<file path="config.mk">
export PLATFORM = sky130hd
export DESIGN_NAME = adc_spi_scan
export DESIGN_NICKNAME = d
export VERILOG_FILES = /design/src/rtl/adc_spi_scan.sv
export SDC_FILE = /design/constraint.sdc
export NUM_CORES = 1
export LEC_CHECK = 0
export CORE_MARGIN = 4
export CORE_UTILIZATION = 55
export CTS_CLUSTER_DIAMETER = 100
export CTS_CLUSTER_SIZE = 8
export DETAILED_ROUTE_END_ITERATION = 6
export PLACE_DENSITY_LB_ADDON = 0.12
export SLEW_MARGIN = 10
export SYNTH_ARGS = -nofsm -noshare
export SYNTH_HDL_FRONTEND = slang
export SYNTH_SLANG_ARGS = --single-unit
</file>
<file path="constraint.sdc">
create_clock -name clk -period 4 [get_ports clk]
set_clock_uncertainty 0.1 [all_clocks]
set_input_delay 0.8 -clock clk [delete_from_list [all_inputs] [get_ports clk]]
set_output_delay 0.8 -clock clk [all_outputs]
set_load 0.01 [all_outputs]
</file>
<file path="src/rtl/adc_spi_scan.sv">
// SPI master for an ADC128S022-style converter: divided SCLK, address out on MOSI,
// result in on MISO, tagged with the address sent one frame earlier.
module adc_spi_scan #(
    parameter int DATA_W    = 12,
    parameter int ADDR_W    = 3,
    parameter int NUM_CH    = 8,
    parameter int CLK_DIV   = 4,
    parameter int FRAME_LEN = 16,
    parameter int ADDR_POS  = 2
) (
    input  logic              clk,
    input  logic              rst,
    input  logic              enable,
    input  logic              scan_mode,
    input  logic [ADDR_W-1:0] ch_sel,
    output logic              sclk,
    output logic              cs_n,
    output logic              mosi,
    input  logic              miso,
    output logic [DATA_W-1:0] sample_data,
    output logic [ADDR_W-1:0] sample_ch,
    output logic              sample_valid,
    output logic              busy
);

    localparam int CNT_W = (CLK_DIV > 1) ? $clog2(CLK_DIV) : 1;
    localparam int BIT_W = (FRAME_LEN > 1) ? $clog2(FRAME_LEN) : 1;

    localparam logic [CNT_W-1:0]  CNT_LAST   = CNT_W'(CLK_DIV - 1);
    localparam logic [BIT_W-1:0]  BIT_LAST   = BIT_W'(FRAME_LEN - 1);
    localparam logic [BIT_W-1:0]  DATA_FIRST = BIT_W'(FRAME_LEN - DATA_W);
    localparam logic [ADDR_W:0]   CH_LIM     = (ADDR_W + 1)'(NUM_CH);
    localparam logic [ADDR_W-1:0] CH_LAST    = ADDR_W'(NUM_CH - 1);

    typedef enum logic [1:0] {
        S_IDLE  = 2'd0,
        S_SETUP = 2'd1,
        S_SHIFT = 2'd2,
        S_HOLD  = 2'd3
    } state_t;

    state_t            r_state;
    logic [CNT_W-1:0]  r_cnt;
    logic [BIT_W-1:0]  r_bit;
    logic              r_half;
    logic              r_sclk;
    logic              r_cs_n;
    logic              r_mosi;

    state_t            w_state_next;
    logic [CNT_W-1:0]  w_cnt_next;
    logic [BIT_W-1:0]  w_bit_next;
    logic              w_half_next;
    logic              w_sclk_next;
    logic              w_cs_n_next;
    logic              w_mosi_next;

    logic [ADDR_W-1:0] r_addr;
    logic [ADDR_W-1:0] r_prev_addr;
    logic [ADDR_W-1:0] r_scan_cnt;
    logic              r_primed;
    logic [DATA_W-1:0] r_shift;
    logic              r_cap_last;
    logic [DATA_W-1:0] r_sample_data;
    logic [ADDR_W-1:0] r_sample_ch;
    logic              r_sample_valid;

    logic              w_last;
    logic              w_rise;
    logic              w_setup_entry;
    logic              w_idle_entry;
    logic [ADDR_W-1:0] w_ch_fixed;
    logic [ADDR_W-1:0] w_addr_hit;

    assign w_last        = (r_cnt == CNT_LAST);
    assign w_rise        = (r_state == S_SHIFT) && !r_half && w_last;
    assign w_setup_entry = (w_state_next == S_SETUP) && (r_state != S_SETUP);
    assign w_idle_entry  = (w_state_next == S_IDLE) && (r_state != S_IDLE);
    assign w_ch_fixed    = ({1'b0, ch_sel} < CH_LIM) ? ch_sel : '0;

    // State register; pin outputs are registered so SCLK/CS_n never glitch.
    always_ff @(posedge clk) begin
        if (rst) begin
            r_state <= S_IDLE;
            r_cnt   <= '0;
            r_bit   <= '0;
            r_half  <= 1'b0;
            r_sclk  <= 1'b1;
            r_cs_n  <= 1'b1;
            r_mosi  <= 1'b0;
        end else begin
            r_state <= w_state_next;
            r_cnt   <= w_cnt_next;
            r_bit   <= w_bit_next;
            r_half  <= w_half_next;
            r_sclk  <= w_sclk_next;
            r_cs_n  <= w_cs_n_next;
            r_mosi  <= w_mosi_next;
        end
    end

    always_comb begin
        w_state_next = r_state;
        w_cnt_next   = r_cnt;
        w_bit_next   = r_bit;
        w_half_next  = r_half;
        unique case (r_state)
            S_IDLE: begin
                w_cnt_next  = '0;
                w_bit_next  = '0;
                w_half_next = 1'b0;
                if (enable) w_state_next = S_SETUP;
            end
            S_SETUP: begin
                if (w_last) begin
                    w_state_next = S_SHIFT;
                    w_cnt_next   = '0;
                    w_bit_next   = '0;
                    w_half_next  = 1'b0;
                end else begin
                    w_cnt_next = r_cnt + CNT_W'(1);
                end
            end
            S_SHIFT: begin
                if (!w_last) begin
                    w_cnt_next = r_cnt + CNT_W'(1);
                end else begin
                    w_cnt_next = '0;
                    if (!r_half) begin
                        w_half_next = 1'b1;
                    end else if (r_bit == BIT_LAST) begin
                        w_state_next = S_HOLD;
                    end else begin
                        w_bit_next  = r_bit + BIT_W'(1);
                        w_half_next = 1'b0;
                    end
                end
            end
            S_HOLD: begin
                if (w_last) begin
                    w_cnt_next   = '0;
                    w_state_next = enable ? S_SETUP : S_IDLE;
                end else begin
                    w_cnt_next = r_cnt + CNT_W'(1);
                end
            end
            default: w_state_next = S_IDLE;
        endcase
    end

    // One hit per address bit position; MSB goes out first at ADDR_POS.
    generate
        for (genvar gi = 0; gi < ADDR_W; gi++) begin : g_addr_bit
            assign w_addr_hit[gi] = (w_bit_next == BIT_W'(ADDR_POS + gi)) && r_addr[ADDR_W-1-gi];
        end
    endgenerate

    always_comb begin
        w_sclk_next = 1'b1;
        w_cs_n_next = 1'b1;
        w_mosi_next = 1'b0;
        case (w_state_next)
            S_SETUP: w_cs_n_next = 1'b0;
            S_SHIFT: begin
                w_cs_n_next = 1'b0;
                w_sclk_next = w_half_next;
                w_mosi_next = |w_addr_hit;
            end
            default: ;
        endcase
    end

    // Datapath: address selection, MISO capture and the tagged sample.
    always_ff @(posedge clk) begin
        if (rst) begin
            r_addr         <= '0;
            r_prev_addr    <= '0;
            r_scan_cnt     <= '0;
            r_primed       <= 1'b0;
            r_shift        <= '0;
            r_cap_last     <= 1'b0;
            r_sample_data  <= '0;
            r_sample_ch    <= '0;
            r_sample_valid <= 1'b0;
        end else begin
            r_sample_valid <= 1'b0;
            r_cap_last     <= w_rise && (r_bit == BIT_LAST);
            if (w_setup_entry) begin
                if (scan_mode) begin
                    r_addr     <= r_scan_cnt;
                    r_scan_cnt <= (r_scan_cnt == CH_LAST) ? '0 : r_scan_cnt + ADDR_W'(1);
                end else begin
                    r_addr <= w_ch_fixed;
                end
            end
            if (w_rise && (r_bit >= DATA_FIRST)) begin
                r_shift <= {r_shift[DATA_W-2:0], miso};
            end
            // The data just shifted in was converted for the previous frame's address.
            if (r_cap_last) begin
                if (r_primed) begin
                    r_sample_data  <= r_shift;
                    r_sample_ch    <= r_prev_addr;
                    r_sample_valid <= 1'b1;
                end
                r_primed    <= 1'b1;
                r_prev_addr <= r_addr;
            end
            if (w_idle_entry) begin
                r_primed <= 1'b0;
            end
        end
    end

    assign sclk         = r_sclk;
    assign cs_n         = r_cs_n;
    assign mosi         = r_mosi;
    assign sample_data  = r_sample_data;
    assign sample_ch    = r_sample_ch;
    assign sample_valid = r_sample_valid;
    assign busy         = (r_state != S_IDLE);

endmodule
</file>
==> results of run 1 <==
[worst paths after layout]
path | to
worst max-delay path | r_addr[0]
worst min register to register | r_cnt[0]
worst min-delay path | r_cnt[0]
worst max register to register | r_addr[0]
[cells in the final DEF, fill, tap and decap left out, drive strengths merged]
| cell | synthesis | final |
|---|---|---|
| a211o | 1 | 1 |
| a211oi | 1 | 1 |
| a21bo | 1 | 1 |
| a21oi | 22 | 22 |
| a221oi | 1 | 1 |
| a311oi | 1 | 1 |
| and2 | 3 | 3 |
| and2b | 1 | 1 |
| and3 | 1 | 1 |
| and3b | 1 | 1 |
| buf | 4 | 2 |
| bufinv | 0 | 1 |
| clkbuf | 8 | 5 |
| clkdlybuf4s50 | 0 | 27 |
| clkinvlp | 0 | 1 |
| dfxtp | 51 | 51 |
| ha | 7 | 7 |
| inv | 5 | 5 |
| mux2i | 20 | 20 |
| nand2 | 38 | 38 |
| nand3 | 4 | 4 |
| nand3b | 2 | 2 |
| nand4 | 1 | 1 |
| nor2 | 37 | 37 |
| nor2b | 2 | 2 |
| nor3 | 5 | 5 |
| nor4 | 2 | 2 |
| nor4b | 2 | 2 |
| o211ai | 1 | 1 |
| o21ai | 2 | 2 |
| o221ai | 2 | 2 |
| o311ai | 1 | 1 |
| or4b | 1 | 1 |
| xor2 | 2 | 2 |
[flip-flops by register name, summed over array words and instances, names as in the netlist, 3 cells and up]
register / count
r_prev_addr: 3
sample_data: 12
sample_ch: 3
r_bit: 4
r_shift: 12
r_scan_cnt: 3
r_addr: 3
[per-stage QoR]
step / instances / hold WS [ns] / utilization [%] / power, mW
floorplan: 230 / 0.307 / - / 0.560
global placement: 293 / 0.317 / 67.5 / 0.577
detailed placement: 293 / 0.326 / 67.5 / 0.578
CTS: 300 / 0.338 / 70.6 / 0.918
global route: 300 / 0.351 / 70.6 / 0.946
finish: 300 / 0.341 / 70.6 / 0.906
[cells by family (layout without fill, tap and decap cells)]
kind of cell / count (synthesis) / after routing / share of synthesized area, %
xor gates and xnor gates: 2 / 2 / 0.852
buffers and inverters: 17 / 41 / 3.71
AOI/OAI and AO/OA: 33 / 33 / 9.79
and+or+nand+nor: 100 / 100 / 22.0
DFF: 51 / 51 / 49.6
muxes: 20 / 20 / 9.73
adders and majority gates: 7 / 7 / 4.26
[power breakdown]
group / internal (mW) / switching (mW) / total [mW]
Clock: 0.183 / 0.158 / 0.340
Combinational: 0.0209 / 0.0263 / 0.0471
Sequential: 0.513 / 0.00587 / 0.519
[per-layer routing]
layer	track usage (%)	vias up	share of wire, %
li1	-	825	-
met1	21.2	714	50
met2	25.8	31	44
met3	4.51	4	4.4
met4	6.72	0	1.1
met5	0	-	0
[area by class of cell]
cell class	instances	area [um^2]
fillers	294	1020
inverters	5	18.8
repair buffers	29	285
well taps	46	57.6
multi-input cells	162	960
clock inverters	2	37.5
flip-flops and latches	51	1020
clock buffers	5	68.8
==> flow_summary.toml, run 1 <==
[status]
status = "completed"

[synthesis]
ys.flop_type = "dfxtp_1"
netlist_instances = 230
yosys_warnings = 0
synth.distinct_cells = 36
synth.largest_area_cell = "dfxtp_1"
synth-seq-cells = 51
synthArstFlopShare_pct = 0
yosysSeqAreaShare_pct = 49.6
ys_top_cells_by_area = "dfxtp_1 (50%), mux2i_1 (9.7%), nand2_1 (6.9%)"
syn_area_um2 = 2060
post-synth-top-count-cell = "dfxtp_1"
synth_edf_count = 0
synth_nets = 245
synth_top_area_share_pct = 49.6
synth_commonest_cells = "dfxtp_1 (51), nand2_1 (38), nor2_1 (37), a21oi_1 (21), mux2i_1 (20)"
syn_avg_cell_area_um2 = 8.94

[setup_path]
path_cells = "clkdlybuf4s50_1, nand2_1, o21ai_0, a221oi_1, inv_1, ha_1, o21ai_0, nor2_1, a21oi_1, nor2_1"
reg2reg_slack_ns = 1.40
crit_family = "compound AO/OA/AOI/OAI gates"
required_ns = 4.06
crit_buf_inv = 2
max_stage_delay_ns = 0.54
path_max_fanout = 6
start_kind = "input pin"
r2r-start = "r_cnt[0]"
crit_cells = 10
endpoint_kind = "flip-flop"
cp-startpoint = "enable"
r2r_cells = 10
slowest_stage = "a221oi_1"
crit_arrival_ns = 2.79
crit_type = "in -> reg"

[sta]
layout_worst_path_cycle_share_pct = 68.2
tightest_slew_ns = 0.684
drv_slew = 0
post-route-min-period_ns = 2.73
finalHoldViolCount = 0
max_freq_mhz = 367
rsz0062_at_grt = "no"
fin_tns_setup_ns = 0
finalSetupViolations = 0
fin_ws_ns = 1.27
relSlewSlack_pct = 54.3

[floorplan]
rows = 21
dieArea_um2 = 4780
io-pin-count = 28
coreArea_um2 = 3470
start_util_pct = 59.3
die_h_um = 69.2
die_w_um = 69.2

[power]
power_leakage_nw = 0.875
power_density_nw_per_um2 = 370
vdd_ir_drop_max_mv = 0.355

[clock_network]
cts_made_buffers = 5
clock_sinks = 51
postCtsHoldBufs = 0
post_cts_buffers = 0
cts-resized-gates = 0
cts_root_buffer = "clkbuf_8"
clk_pin_slew_ns = 0.08
clk_latency_ns = 0.30
htreeDepth = 2
cts_tree = "built"
clock_path_buffers = 2

[grt]
grt_max_degree = 32
grt_pass1_vias = 1436
grt_pass1_wl_mm = 6.44
antenna_found_initial = 0
gr-total-overflow = 0
grt_usage_pct = 16.4

[routing]
firstDrtPassIters = 6
ant_nets = 0
drc_errors = 0
drt_iter0_markers = 114
drt_wl_total_mm = 3.76
wl_per_cell_um = 12.5
num_vias = 1574
via_per_inst = 5.25

[placement]
place_area_um2 = 2340
gp_congestion = 0.802
dp_slack_ns = 0.977
port_buffers = 27
dp_hpwl_mm = 2.59

[layout]
diodes = 0
drive_above_1_share_pct = 5.51
areaGrowthSynthToFinish_pct = 19.0
finalNetCount = 269
final_area_um2 = 2450

[flow_run]
max_cap_violations = 0

[hold_path]
worstHoldPathCells = 1
hp-class = "reg -> reg"
min-delay-start = "r_cnt[0]"
No activity file was read; power rests on OpenSTA's default activity.
==> run 2: changes to the inputs <==
CORE_UTILIZATION = 48   (was 55)
clock period = 2.4 ns   (was 4 ns; I/O delays follow)
==> run 2 against run 1 <==
Against the previous run: sequential share of layout area is 1.2 points lower; combinational power is 97% higher; critical path depth is 1 lower; setup slack worse by 1.1 ns; wire length is 1.4% higher; largest cell class unchanged; highest routed layer unchanged.
==> flow_summary.toml, run 2 (synthesis results as in run 1) <==
[setup_path]
r2r_cells = 9
endpoint_kind = "flip-flop"
reg2reg_slack_ns = 0.19
r2r-start = "r_bit[0]"
required_ns = 2.49
r2r-end = "r_scan_cnt[1]"
path_max_fanout = 5
start_kind = "flip-flop"
crit_type = "reg -> reg"
crit_arrival_ns = 2.30

[placement]
gp_congestion = 0.819
port_buffers = 27
dp_hpwl_mm = 2.74
dp.cells = 305

[power]
power_leakage_nw = 0.921
power_density_nw_per_um2 = 614
power_mw = 1.55
vdd_ir_drop_max_mv = 0.348

[sta]
layout_worst_path_cycle_share_pct = 92.1
fin_tns_setup_ns = 0
rsz0062_at_grt = "yes"
finalHoldViolCount = 0
post-route-min-period_ns = 2.21
max_freq_mhz = 453
finalSetupViolations = 0
relSlewSlack_pct = 64.7
whs_ns = 0.335
drv_slew = 0
tightest_slew_ns = 0.529

[layout]
final_util_pct = 61.7
finalNonFillerCells = 313
areaGrowthSynthToFinish_pct = 22.5
fillers = 379
drive_above_1_share_pct = 8.75
final_cell_mix = "dfxtp_1 (51), nand2_1 (38), nor2_1 (37), clkdlybuf4s50_1 (27), a21oi_1 (21)"
final_common_cell = "dfxtp_1"
finalNetCount = 277
diodes = 0

[clock_network]
htreeDepth = 2
cts-resized-gates = 0
postCtsHoldBufs = 0
cts_tree = "built"
post_cts_buffers = 0
clock_path_buffers = 2
cts_made_buffers = 5
clk_pin_slew_ns = 0.09
clk_latency_ns = 0.31
cts_root_buffer = "clkbuf_8"
clock_sinks = 51

[grt]
grt_max_degree = 27
grt_usage_pct = 15.6
grt_pass1_vias = 1454
gr-total-overflow = 0
grt_pass1_wl_mm = 6.54
antenna_found_initial = 0

[floorplan]
io-pin-count = 28
die_h_um = 73.5
start_util_pct = 50.3
rows = 23
coreArea_um2 = 4090
dieArea_um2 = 5400
die_w_um = 73.5

[routing]
drt_iter0_markers = 73
drc_errors = 0
drt_wl_total_mm = 3.81
wl_per_cell_um = 12.2
firstDrtPassIters = 4
ant_nets = 0
via_per_inst = 5.12
num_vias = 1601

[flow_run]
max_cap_violations = 0

[status]
status = "completed"

[hold_path]
min_to = "r_cnt[0]"
min-delay-start = "r_cnt[0]"
hp-class = "reg -> reg"
worstHoldPathCells = 1
==> run 2: changes by cell type in the layout (fill, tap and decap cells not counted), sizes merged <==
cell      previous run  this run
buf                  2        10
clkinv               0         2
clkinvlp             1         0
==> run 2: metrics by stage <==
stage                     setup slack [ns]  cell area [um^2]
after detailed placement          -0.00744              2410
after global placement             0.00432              2410
final                                0.191              2520
after CTS                            0.153              2520
after global routing               -0.0333              2520
after floorplan                      0.194              2060
==> run 2: layout make-up <==
| cell class | instances | area, um^2 | share of cell area [%] |
|---|---|---|---|
| Clock buffer | 5 | 68.8 | 2.73 |
| Timing Repair Buffer | 37 | 345 | 13.7 |
| Tap cell | 50 | 62.6 | 2.48 |
| Clock inverter | 3 | 43.8 | 1.74 |
| Multi-Input combinational cell | 162 | 960 | 38.1 |
| Sequential cell | 51 | 1020 | 40.5 |
| Inverter | 5 | 18.8 | 0.745 |
==> run 2: worst max path at each step <==
| stage | from | end | slack (ns) | depth (start not counted) |
|---|---|---|---|---|
| after floorplan | r_cnt[0] | r_addr[0] | 0.19 | 10 |
| after global placement | enable | r_scan_cnt[1] | 0.004 | 9 |
| after detailed placement | enable | r_scan_cnt[2] | -0.007 | 9 |
| after CTS | r_bit[0] | r_scan_cnt[2] | 0.15 | 9 |
| after global routing | r_bit[0] | r_scan_cnt[1] | -0.03 | 9 |
| final | r_bit[0] | r_scan_cnt[1] | 0.19 | 9 |
==> run 2: where the power goes <==
group          internal [mW]  total (mW)  leakage (nW)  switching, mW
combinational         0.0447      0.0927         0.451         0.0480
sequential             0.855       0.862         0.412        0.00702
clock                  0.311       0.592        0.0581          0.282
==> run 2: critical path: stages (launching register included) <==
cell,delay (ns)
dfxtp_1,0.36
ha_1,0.27
nand3_1,0.15
o21ai_0,0.11
a221oi_1,0.33
inv_1,0.08
ha_1,0.24
o211ai_1,0.20
mux2i_1,0.23
nor2_1,0.05
==> run 2: per-layer routing <==
| layer | vias up | part of all wire [%] | GRT usage, % | routed length (um) |
|---|---|---|---|---|
| met5 | - | 0 | 0 | 0 |
| met4 | 0 | 1.3 | 4.83 | 49 |
| met3 | 6 | 4.6 | 5.75 | 175 |
| met2 | 28 | 43 | 23.4 | 1660 |
| met1 | 724 | 51 | 20.9 | 1930 |
| li1 | 843 | - | - | - |
==> run 3: changes to the inputs <==
--- a/config.mk
+++ b/config.mk
@@ -9,6 +9,7 @@
 export CORE_UTILIZATION = 48
 export CTS_CLUSTER_DIAMETER = 100
-export CTS_CLUSTER_SIZE = 8
+export CTS_CLUSTER_SIZE = 14
 export DETAILED_ROUTE_END_ITERATION = 6
+export GPL_ROUTABILITY_DRIVEN = 0
 export PLACE_DENSITY_LB_ADDON = 0.12
 export SLEW_MARGIN = 10
==> constraint.sdc (replaced) <==
create_clock -name clk -period 2.4 [get_ports clk]
set_clock_uncertainty 0.1 [all_clocks]
set_input_delay 0.48 -clock clk [delete_from_list [all_inputs] [get_ports clk]]
set_output_delay 0.48 -clock clk [all_outputs]
set_load 0.1 [all_outputs]
==> run 3 against run 2 <==
Against the previous run: combinational power is 23% higher; clock-buffer cell count grew 1; utilization shrank 1.3 points; fmax is 1.8% higher; sequential power is essentially flat; setup slack improved by 0.040 ns; highest routed layer unchanged; register-to-register slack better by 0.04 ns; clock power down 11%; critical endpoint is now mosi; wire length rose by 3.2%.
==> flow_summary.toml, run 3 (synthesis results as in run 1) <==
[status]
status = "completed"

[power]
switching_share_pct = 24.6
p_int_mw = 1.14
p_seq_share_pct = 57.4
comb_power_share_pct = 7.6
p_clk_share_pct = 35.1
vdd_ir_drop_max_mv = 0.392
power_density_nw_per_um2 = 611
power_leakage_nw = 0.948
switchingPower_uw = 371

[clock_network]
clock_path_buffers = 2
htreeDepth = 2
clk_pin_slew_ns = 0.09
cts_root_buffer = "clkbuf_8"
post_cts_buffers = 0
cts_tree = "built"
clk_latency_ns = 0.31
clock_sinks = 51
cts_made_buffers = 5

[grt]
grt_pass1_vias = 1354
grt_pass1_wl_mm = 6.31
grt_usage_pct = 15.1
grt_max_degree = 27
antenna_found_initial = 0
gr-total-overflow = 0

[setup_path]
start_kind = "flip-flop"
path_cells = "ha_1, and3_4, or4b_4, a21bo_1, a211o_1, a21oi_2"
required_ns = 2.54
path_max_fanout = 5
slowest_stage = "or4b_4"
r2r-end = "mosi"
r2r-start = "r_bit[0]"
r2r_cells = 6
crit_arrival_ns = 2.31
endpoint_kind = "flip-flop"
crit_type = "reg -> reg"
max_stage_delay_ns = 0.55
reg2reg_slack_ns = 0.23

[floorplan]
dieArea_um2 = 5400
coreArea_um2 = 4090
rows = 23
io-pin-count = 28
start_util_pct = 50.3
die_w_um = 73.5
die_h_um = 73.5

[layout]
fillers = 381
finalNonFillerCells = 312
finalNetCount = 276
diodes = 0
drive_above_1_share_pct = 16.4
final_common_cell = "dfxtp_1"
areaGrowthSynthToFinish_pct = 20.0
final_cell_mix = "dfxtp_1 (51), nand2_1 (38), nor2_1 (37), buf_4 (28), a21oi_1 (21)"

[sta]
tightest_slew_ns = 0.562
post-route-min-period_ns = 2.17
drv_slew = 0
fin_tns_setup_ns = 0
finalSetupViolations = 0
relSlewSlack_pct = 62.5
max_freq_mhz = 461
fin_ws_ns = 0.231
rsz0062_at_grt = "no"
layout_worst_path_cycle_share_pct = 90.4
finalHoldViolCount = 0

[routing]
drt_wl_total_mm = 3.93
drc_errors = 0
drt_iter0_markers = 82
firstDrtPassIters = 4
num_vias = 1605
ant_nets = 0
wl_per_cell_um = 12.6
via_per_inst = 5.14

[hold_path]
min-delay-start = "r_cnt[0]"
hp-class = "reg -> reg"
worstHoldPathCells = 1
min_to = "r_cnt[0]"

[placement]
dp_slack_ns = -0.0453
dp_hpwl_mm = 2.72
port_buffers = 27
dp.cells = 304

[flow_run]
max_cap_violations = 0
==> run 3: per-layer routing <==
layer	wire, um	GRT usage [%]	part of all wire, %
met5	0	0	0
met4	87	8.65	2.2
met3	163	3.69	4.1
met2	1650	20.4	42
met1	2030	21.7	52
==> run 3: per-stage QoR <==
step	instance area [um^2]	power [mW]	util, %	hold slack, ns
2_1_floorplan	2060	0.954	-	0.307
3_3_place_gp	2360	0.997	57.8	0.325
3_5_place_dp	2360	0.998	57.8	0.329
4_1_cts	2460	1.52	60.2	0.343
5_1_grt	2470	1.56	60.4	0.355
6_report	2470	1.51	60.4	0.334
==> run 3: worst max path at each step <==
| stage | to | cells past startpoint | from |
|---|---|---|---|
| global placement | r_scan_cnt[1] | 9 | enable |
| floorplan | r_addr[0] | 10 | r_cnt[0] |
| global route | r_addr[2] | 10 | r_bit[0] |
| detailed placement | r_scan_cnt[1] | 9 | enable |
| CTS | r_scan_cnt[1] | 9 | r_bit[0] |
| finish | mosi | 6 | r_bit[0] |
==> run 3: timing repair <==
item,CTS,global route
setup endpoints to repair,0,1
hold buffers,0,0
gates resized for setup,0,1
==> run 3: worst max-delay path: cells and delay by family (launching register included) <==
| kind | cells | cell delay [ns] |
|---|---|---|
| AO/OA/AOI/OAI | 3 | 0.63 |
| AND/OR/NAND/NOR | 2 | 0.76 |
| flip-flops | 1 | 0.35 |
| adder cells (fa/ha/maj) | 1 | 0.26 |
==> run 3: area by class of cell <==
cell class / instances / area, um^2 / area share [%]
Sequential cell: 51 / 1020 / 41.4
Multi-Input combinational cell: 162 / 966 / 39.1
Tap cell: 50 / 62.6 / 2.54
Inverter: 5 / 18.8 / 0.761
Clock buffer: 6 / 82.6 / 3.35
Clock inverter: 2 / 16.3 / 0.659
Timing Repair Buffer: 36 / 300 / 12.2
==> run 3: power groups by stage <==
stage / combinational, mW / sequential, mW / clock [mW]
CTS: 0.113 / 0.865 / 0.541
detailed placement: 0.113 / 0.885 / 0
global placement: 0.113 / 0.885 / 0
floorplan: 0.0628 / 0.891 / 0
finish: 0.114 / 0.865 / 0.529
global route: 0.124 / 0.867 / 0.572
